## src/rtl/display_source_arbiter.sv

```systemverilog
// Round-robin owner of the seven-segment display: each owner keeps the display for a
// minimum dwell under contention and is replaced at once when it drops its request.
module display_source_arbiter #(
   parameter int NUM_SOURCES  = 4,
   parameter int DWELL_CYCLES = 100000000
) (
   input  logic                             clock,
   input  logic                             reset,
   input  logic [NUM_SOURCES-1:0]           request,
   input  logic [16*NUM_SOURCES-1:0]        sourceData,
   input  logic [4*NUM_SOURCES-1:0]         sourcePoints,
   input  logic                             hold,
   output logic [15:0]                      displayData,
   output logic [3:0]                       displayPoints,
   output logic [NUM_SOURCES-1:0]           grant,
   output logic [$clog2(NUM_SOURCES)-1:0]   grantIndex,
   output logic                             switchPulse
);

   localparam int IDX_W = $clog2(NUM_SOURCES);
   localparam int CNT_W = $clog2(DWELL_CYCLES + 1);
   localparam logic [CNT_W-1:0] DWELL_MAX = CNT_W'(DWELL_CYCLES - 1);
   localparam logic [IDX_W-1:0] LAST_INIT = IDX_W'(NUM_SOURCES - 1);

   typedef enum logic [0:0] {
      S_IDLE  = 1'b0,
      S_OWNED = 1'b1
   } state_t;

   state_t                 state_q, state_d;
   logic [IDX_W-1:0]       owner_q, owner_d;
   logic [IDX_W-1:0]       last_q, last_d;
   logic [CNT_W-1:0]       dwell_q, dwell_d;
   logic [NUM_SOURCES-1:0] grant_q, grant_d;
   logic [15:0]            data_q, data_d;
   logic [3:0]             points_q, points_d;
   logic                   pulse_q, pulse_d;

   logic [NUM_SOURCES-1:0] cand_s;
   logic [IDX_W-1:0]       pick_s;
   logic                   pick_found_s;
   logic                   win_s;
   logic                   owner_req_s;
   logic                   take_s;
   logic                   sel_s;
   int                     dist_s;
   int                     best_s;

   // Nearest requester after last_q; the current owner is masked out, so last_q itself
   // (distance NUM_SOURCES) can only be picked again when coming out of idle.
   always_comb begin
      cand_s       = request & ~grant_q;
      pick_s       = '0;
      pick_found_s = 1'b0;
      win_s        = 1'b0;
      best_s       = NUM_SOURCES + 1;
      dist_s       = 0;
      for (int j = 0; j < NUM_SOURCES; j++) begin
         dist_s       = (j - int'(last_q) + NUM_SOURCES) % NUM_SOURCES;
         dist_s       = (dist_s == 0) ? NUM_SOURCES : dist_s;
         win_s        = cand_s[j] && (dist_s < best_s);
         best_s       = win_s ? dist_s : best_s;
         pick_s       = win_s ? IDX_W'(j) : pick_s;
         pick_found_s = pick_found_s | win_s;
      end
   end

   // Ownership state, dwell counter and round-robin pointer next-state.
   always_comb begin
      state_d     = state_q;
      owner_d     = owner_q;
      last_d      = last_q;
      dwell_d     = dwell_q;
      take_s      = 1'b0;
      owner_req_s = |(request & grant_q);
      case (state_q)
         S_IDLE: begin
            take_s = pick_found_s;
         end
         S_OWNED: begin
            if (!owner_req_s) begin
               take_s  = pick_found_s;
               state_d = S_IDLE;
               owner_d = '0;
               dwell_d = '0;
            end else if ((dwell_q == DWELL_MAX) && !hold && pick_found_s) begin
               take_s = 1'b1;
            end else if (dwell_q != DWELL_MAX) begin
               dwell_d = dwell_q + CNT_W'(1);
            end else begin
               dwell_d = dwell_q;
            end
         end
         default: begin
            state_d = S_IDLE;
            owner_d = '0;
            dwell_d = '0;
         end
      endcase
      if (take_s) begin
         state_d = S_OWNED;
         owner_d = pick_s;
         last_d  = pick_s;
         dwell_d = '0;
      end else begin
         last_d = last_q;
      end
   end

   // Next-cycle display outputs follow the next owner's slices; all zero when idle.
   always_comb begin
      grant_d  = '0;
      data_d   = '0;
      points_d = '0;
      sel_s    = 1'b0;
      for (int j = 0; j < NUM_SOURCES; j++) begin
         sel_s      = (state_d == S_OWNED) && (owner_d == IDX_W'(j));
         grant_d[j] = sel_s;
         data_d     = data_d | ({16{sel_s}} & sourceData[16*j +: 16]);
         points_d   = points_d | ({4{sel_s}} & sourcePoints[4*j +: 4]);
      end
      pulse_d = (grant_d != grant_q);
   end

   // State and registered outputs; reset overrides every request.
   always_ff @(posedge clock) begin
      if (reset) begin
         state_q  <= S_IDLE;
         owner_q  <= '0;
         last_q   <= LAST_INIT;
         dwell_q  <= '0;
         grant_q  <= '0;
         data_q   <= 16'h0000;
         points_q <= 4'h0;
         pulse_q  <= 1'b0;
      end else begin
         state_q  <= state_d;
         owner_q  <= owner_d;
         last_q   <= last_d;
         dwell_q  <= dwell_d;
         grant_q  <= grant_d;
         data_q   <= data_d;
         points_q <= points_d;
         pulse_q  <= pulse_d;
      end
   end

   assign grant         = grant_q;
   assign grantIndex    = owner_q;
   assign displayData   = data_q;
   assign displayPoints = points_q;
   assign switchPulse   = pulse_q;

endmodule

```

## config.mk

```make
export PLATFORM = sky130hd
export DESIGN_NAME = display_source_arbiter
export DESIGN_NICKNAME = d
export VERILOG_FILES = /design/src/rtl/display_source_arbiter.sv
export SDC_FILE = /design/constraint.sdc
export NUM_CORES = 1
export LEC_CHECK = 0
export CORE_ASPECT_RATIO = 1.75
export CORE_MARGIN = 5
export CORE_UTILIZATION = 50
export CTS_CLUSTER_SIZE = 25
export DETAILED_ROUTE_END_ITERATION = 12
export GPL_TIMING_DRIVEN = 0
export HOLD_SLACK_MARGIN = 0.1
export PLACE_DENSITY = 0.84
export SETUP_SLACK_MARGIN = 0.4
export SKIP_CTS_REPAIR_TIMING = 1
export SLEW_MARGIN = 25
export SYNTH_ARGS = -nofsm -noshare
export SYNTH_HDL_FRONTEND = slang
export SYNTH_SLANG_ARGS = --single-unit
```

## constraint.sdc

```tcl
create_clock -name clock -period 8.36 [get_ports clock]
set_clock_uncertainty 0.1 [all_clocks]
set_input_delay 1.672 -clock clock [delete_from_list [all_inputs] [get_ports clock]]
set_output_delay 1.672 -clock clock [all_outputs]
set_load 0.05 [all_outputs]
```

==> results by group <==
Route
  • Drt total wl: between 9 and 10 mm
  • Number of optimization iterations in the first detailed-route pass: 4
  • Vias: roughly 3,400
  • Final ANT Viol Nets: 0
  • DRC marker count from the first detailed-route iteration: between 150 and 200
  • Via/cell ratio: 5.702
  • DRC violation count after routing: 0
  • Wire length per cell after detailed routing: approximately 17 um

STA
  • Max Clock Freq: between 100 and 150 MHz
  • Final setup violation count: 0
  • Pins Over Slew Limit: 0
  • Hold Violations, Final: 0
  • Final critical-path setup slack: ~1600 ps
  • Worst slew margin relative to its limit: between 30 and 40%
  • Final Critical Period: between 6000 and 7000 ps
  • Period utilization: 80.66%
  • Tightest Pin Transition: between 900 and 1000 ps
  • Aggregate negative setup slack: 0 ps
  • Hold slack final: 402.7 ps
  • RSZ-0062 raised after global routing: false

Synth
  • Leading area contributor after synthesis: sky130_fd_sc_hd__dfxtp_1
  • Share of cell area taken by muxes after synthesis: about an eighth
  • Post-synthesis cell type count: a little over 60
  • Primary flip-flop cell chosen by synthesis mapping: sky130_fd_sc_hd__dfxtp_1
  • Portion of the post-synthesis area used by sequential elements: roughly 34%
  • Gate Count Post-Synth: 380
  • EDFF count, synth: 0
  • Total of flip-flops plus latches after synthesis: 57
  • Cells taking the most area after synthesis: sky130_fd_sc_hd__dfxtp_1, sky130_fd_sc_hd__mux2i_1, sky130_fd_sc_hd__nor2_1, sky130_fd_sc_hd__o22a_1, sky130_fd_sc_hd__xor2_1
  • Async set-reset flop share out of synthesis: 0%
  • Post-synth top area share: roughly 34%
  • Post-synthesis share of cell area spent on full adders, half adders and majority gates: 4.104%
  • Synthesized Nets: about 480
  • Syn Area/Cell: approximately 9 um2
  • Compound-cell area share of the yosys netlist: about 16%
  • Dominant combinational cell family by area after synthesis: simple AND/OR/NAND/NOR gates
  • Total standard cell area after synthesis: between 3000 and 4000 um2
  • Post-Synth XOR/XNOR Area: under 10%
  • Area share of and/or/nand/nor cells after synthesis: between 20% and 30%
  • Number of warnings reported in the yosys synthesis log: 0

Critical path
  • Startpoint Class: input pin
  • Worst R2R End: displayPoints[1]
  • Type of the worst setup path: in -> reg
  • Critical register-to-register path startpoint: last_q[0]
  • Critical path data required time: between 8000 and 9000 ps
  • Worst Path Max Fanout: 10
  • Arrival time reported for the critical path endpoint: between 6000 and 7000 ps
  • Critical Path End Type: register
  • Number of cells traversed by the worst register-to-register path: 22
  • Register-to-register setup slack: between 2000 and 3000 ps

Clocking
  • Number of CTS-inserted buffers: 9
  • Clock transition at the register clock pins on the worst setup and hold paths after CTS: approximately 50 ps
  • CTS tree: built
  • Clock latency at the later pin of the worst-skew pair: ~320 ps
  • TritonCTS sink count: 57
  • Master cell of the clock root buffer: sky130_fd_sc_hd__clkbuf_16
  • Maximum level of the CTS H-tree: 3
  • Deepest clock path buffer count: 2

GRT
  • Number of antenna violations at the first check in global routing: 0
  • First-pass GRT wire length: 16.09 mm
  • Number of global-route vias before repair: 3,592
  • Overflow left after global routing: 0
  • Maximum number of pins on one net before global-route repair: 12
  • Aggregate global-route resource usage: about a quarter

Placed design
  • Final weighted congestion in routability-driven placement: ~0.81
  • Port Buffer Count: 112
  • Half-perimeter wire length after detailed placement: 7.738 mm
  • Post-Place Setup Slack: between 1000 and 1500 ps

Power
  • Switching portion of total power: between 40 and 50%
  • Power per standard cell area: 410.0 nW/um2
  • Int Pwr: 1.138 mW
  • Portion of total power attributed to sequential cells: approximately 18%
  • Max IR drop VDD: roughly 0.00033 V
  • Part of the power in the clock network: roughly a fifth
  • Post-layout total power: around 2 mW
  • Combinational share of power: a little over three fifths
  • Leakage Power: ~1.9 nW
  • Power dissipated by switching net loads: ~870 uW

Floorplan
  • Chip height: 118.3 um
  • Die Outline Area: approximately 8500 um2
  • Number of placement rows: 39
  • I/O pin total: roughly 110
  • Core area: ~6500 um2
  • Starting utilization of the core area: between 50% and 60%
  • Die span in x: slightly above 70 um

Min path
  • Hold EP: dwell_q[24]
  • Hold Crit Class: reg -> reg
  • Launch point of the worst hold path: dwell_q[24]
  • Cell depth of the worst hold path: 2

Cells and area
  • Signed area change from the synthesized netlist to the final layout: 46.27%
  • Share of cells above drive strength 1: 7.087%
  • Number of antenna diodes: 0
  • Layout Nets: 601

Job
  • Number of max-cap violations: 0

Status
  • Status: complete, no violations
==> cells by family after synthesis <==
| kind of cell | count (synthesis) |
|---|---|
| buffers and inverters | 26 |
| xor gates and xnor gates | 22 |
| AOI/OAI and AO/OA | 69 |
| DFF | 57 |
| and+or+nand+nor | 152 |
| muxes | 43 |
| adders and majority gates | 11 |
==> sequential cells by signal, indices dropped and copies added, names as in the netlist <==
register,count
dwell_q,27
state_q,1
grantIndex,2
last_q,2
displayData,16
grant,4
displayPoints,4
switchPulse,1
==> layout by cell type (no fill, tap or decap), types with 9 or more instances in the layout <==
master | netlist | final
sky130_fd_sc_hd__dfxtp_1 | 57 | 57
sky130_fd_sc_hd__nor2_1 | 61 | 61
sky130_fd_sc_hd__clkbuf_16 | 0 | 9
sky130_fd_sc_hd__o22a_1 | 20 | 20
sky130_fd_sc_hd__xor2_1 | 16 | 16
sky130_fd_sc_hd__nand2_1 | 24 | 24
sky130_fd_sc_hd__nand3_1 | 13 | 13
sky130_fd_sc_hd__clkdlybuf4s50_1 | 0 | 112
sky130_fd_sc_hd__ha_1 | 11 | 11
sky130_fd_sc_hd__a21oi_1 | 9 | 9
sky130_fd_sc_hd__mux2i_1 | 42 | 42
sky130_fd_sc_hd__inv_1 | 10 | 10
==> area by class of cell <==
class | instances | area (um2)
flip-flops and latches | 57 | 1141
repair buffers | 112 | 1121
well taps | 82 | 102.6
fillers | 482 | 1634
multi-input cells | 297 | 2091
clock buffers | 9 | 225.2
clock inverters | 7 | 95.09
inverters | 10 | 37.54
plain buffers | 16 | 91.34
==> how the worst max path moves through the flow <==
stage	slack, ps	startpoint	to
6_report	1620	request[0]	displayPoints[1]
5_1_grt	1270	request[0]	displayPoints[3]
4_1_cts	1680	request[0]	displayPoints[1]
3_5_place_dp	1370	request[0]	displayData[9]
3_3_place_gp	1460	request[0]	displayData[9]
2_1_floorplan	2520	request[0]	displayData[10]
==> metal layers <==
layer  global-route usage (%)  up-vias  share of wire (%)
met2                    44.24      147                 54
met4                    12.12        0                4.0
met3                    8.326       32                8.3
met5                        0        -                  0
met1                    21.84     1551                 34
li1                         -     1634                  -
==> critical path: stages <==
cell and delay (ps):
sky130_fd_sc_hd__clkdlybuf4s50_1 450, sky130_fd_sc_hd__nand2b_1 180, sky130_fd_sc_hd__nor2_1 70, sky130_fd_sc_hd__ha_1 190, sky130_fd_sc_hd__or3b_2 510, sky130_fd_sc_hd__nor3_1 170
sky130_fd_sc_hd__a21oi_1 80, sky130_fd_sc_hd__ha_1 290, sky130_fd_sc_hd__o21a_1 220, sky130_fd_sc_hd__nor2_1 260, sky130_fd_sc_hd__a21oi_1 120, sky130_fd_sc_hd__mux2_2 300
sky130_fd_sc_hd__ha_1 310, sky130_fd_sc_hd__a21boi_0 90, sky130_fd_sc_hd__o311ai_1 90, sky130_fd_sc_hd__nand3_1 190, sky130_fd_sc_hd__or4_1 560, sky130_fd_sc_hd__clkbuf_1 220
sky130_fd_sc_hd__nand3_1 170, sky130_fd_sc_hd__clkbuf_1 420, sky130_fd_sc_hd__o22a_1 210, sky130_fd_sc_hd__nor2_1 50
==> power groups by stage <==
stage	Clock, mW	Combinational [mW]	Sequential [mW]
finish	0.388	1.27	0.355
global route	0.404	1.37	0.361
CTS	0.391	1.27	0.354
detailed placement	0	1.25	0.358
global placement	0	1.24	0.356
floorplan	0	0.800	0.501
==> cell usage after synthesis (4+ instances only) <==
cell,n
sky130_fd_sc_hd__nand2b_1,5
sky130_fd_sc_hd__buf_2,4
sky130_fd_sc_hd__nand3_1,13
sky130_fd_sc_hd__nor2_1,61
sky130_fd_sc_hd__o22a_1,20
sky130_fd_sc_hd__xor2_1,16
sky130_fd_sc_hd__and2_1,4
sky130_fd_sc_hd__a21oi_1,9
sky130_fd_sc_hd__xnor2_1,6
sky130_fd_sc_hd__o21ai_0,8
sky130_fd_sc_hd__nor3_1,8
sky130_fd_sc_hd__ha_1,11
sky130_fd_sc_hd__nand2_1,24
sky130_fd_sc_hd__dfxtp_1,57
sky130_fd_sc_hd__inv_1,10
sky130_fd_sc_hd__mux2i_1,42
sky130_fd_sc_hd__clkbuf_1,8
sky130_fd_sc_hd__nand4_1,6
==> stage by stage <==
stage               util (%)  cell area [um2]  std cells
finish                 75.01             4905        590
CTS                    74.89             4897        590
global placement       70.00             4577        574
detailed placement     70.00             4577        574
floorplan                  -             3353        380
global route           75.01             4905        590
Note: power is estimated with default switching activity, not from simulation.
==> edit, RTL diff (same settings) <==
Make the reset (`reset`) asynchronous in one clocked block.
--- a/src/rtl/display_source_arbiter.sv
+++ b/src/rtl/display_source_arbiter.sv
@@ -123,7 +123,7 @@
    end
 
    // State and registered outputs; reset overrides every request.
-   always_ff @(posedge clock) begin
+   always_ff @(posedge clock or posedge reset) begin
       if (reset) begin
          state_q  <= S_IDLE;
          owner_q  <= '0;
Behaviour: differs if reset is asserted again (counterexample within 4 cycles, from zero or initial values and one cycle with reset high); with reset held inactive, the same outputs for 4 cycles.
==> edit against the original RTL <==
Final area increased by 4.7%. Clock power decreased by 15%. Synthesized area increased by 7.4%. Routed wire length increased by 7.4%. Non-clock buffer count increased by 8. Die area increased by 6.5%. Sequential cell count unchanged. Setup slack got worse by 10 ps. Global-route usage increased by 2.1 points. Power increased by 14%. Highest routed layer unchanged.
==> edit: results (changes against the original RTL) <==
Port Buffers: 113 (+0.89%)
CP max stage cell: o311ai_2
worst reg2reg path depth: 24 (+9.1%)
distinct cell type count after synthesis: 56 (-8.2%)
status: complete, no violations
HPWL after detailed placement: 8.42 mm (+8.8%)
vias in the first global route: 3999 (+11%)
P_clk: 331 uW (-15%)
Fillers: 544 (+13%)
Worst path top cell family by delay: compound AO/OA/AOI/OAI gates
Final nets: 619 (+3.0%)
Final non-clock buffer share: 24.5% (-0.19 points)
Worst Setup EP: displayData[9]
initial DRC count: 272 (+78%)
num rows: 41 (+5.1%)
P_sw: 1150 uW (+32%)
P_leak: 0.00199 uW (+4.4%)
ys flop type: dfrtp_1
Max VDD drop: 0.000341 V (+3.2%)
#MultiIn Comb: 305 (+2.7%)
largest cells by area after synthesis: dfrtp_1 (38%), a22oi_1 (5.2%), a32oi_1 (5.1%)
compound-cell area share of the yosys netlist: 28.0% (+12 points)
Setup WS pre-CTS: 1310 ps (-57.0 ps)
total track usage: 25.9% (+2.1 points)
clock network area share: 5.33% (-1.2 points)
final wirelength: 10.7 mm (+7.4%)
post-synthesis mux area share: 0.834% (-12 points)
edit: cell types whose count changed after synthesis, sizes merged, moves of 16 or more:
cell / delta
o21ai: +30
mux2i: -39
xor2: -16
nor2: -39
a22oi: +22
dfrtp: +55
dfxtp: -57
a32oi: +21
o22a: -20
edit: how the worst min path moves through the flow:
stage / startpoint / to / slack [ps] / cells after the start
after detailed placement: last_q[1] / last_q[1] / 420 / 2
final: last_q[1] / last_q[1] / 430 / 2
after global routing: last_q[1] / last_q[1] / 460 / 2
after CTS: last_q[1] / last_q[1] / 430 / 2
after global placement: dwell_q[26] / dwell_q[26] / 430 / 2
after floorplan: last_q[1] / last_q[1] / 390 / 2
edit: layer usage:
layer	vias to the layer above	share of wire (%)	track usage (%)
li1	1775	-	-
met1	1778	35	27.8
met2	156	54	46.1
met3	24	8.6	7.79
met4	0	2.1	10.1
met5	-	0	0
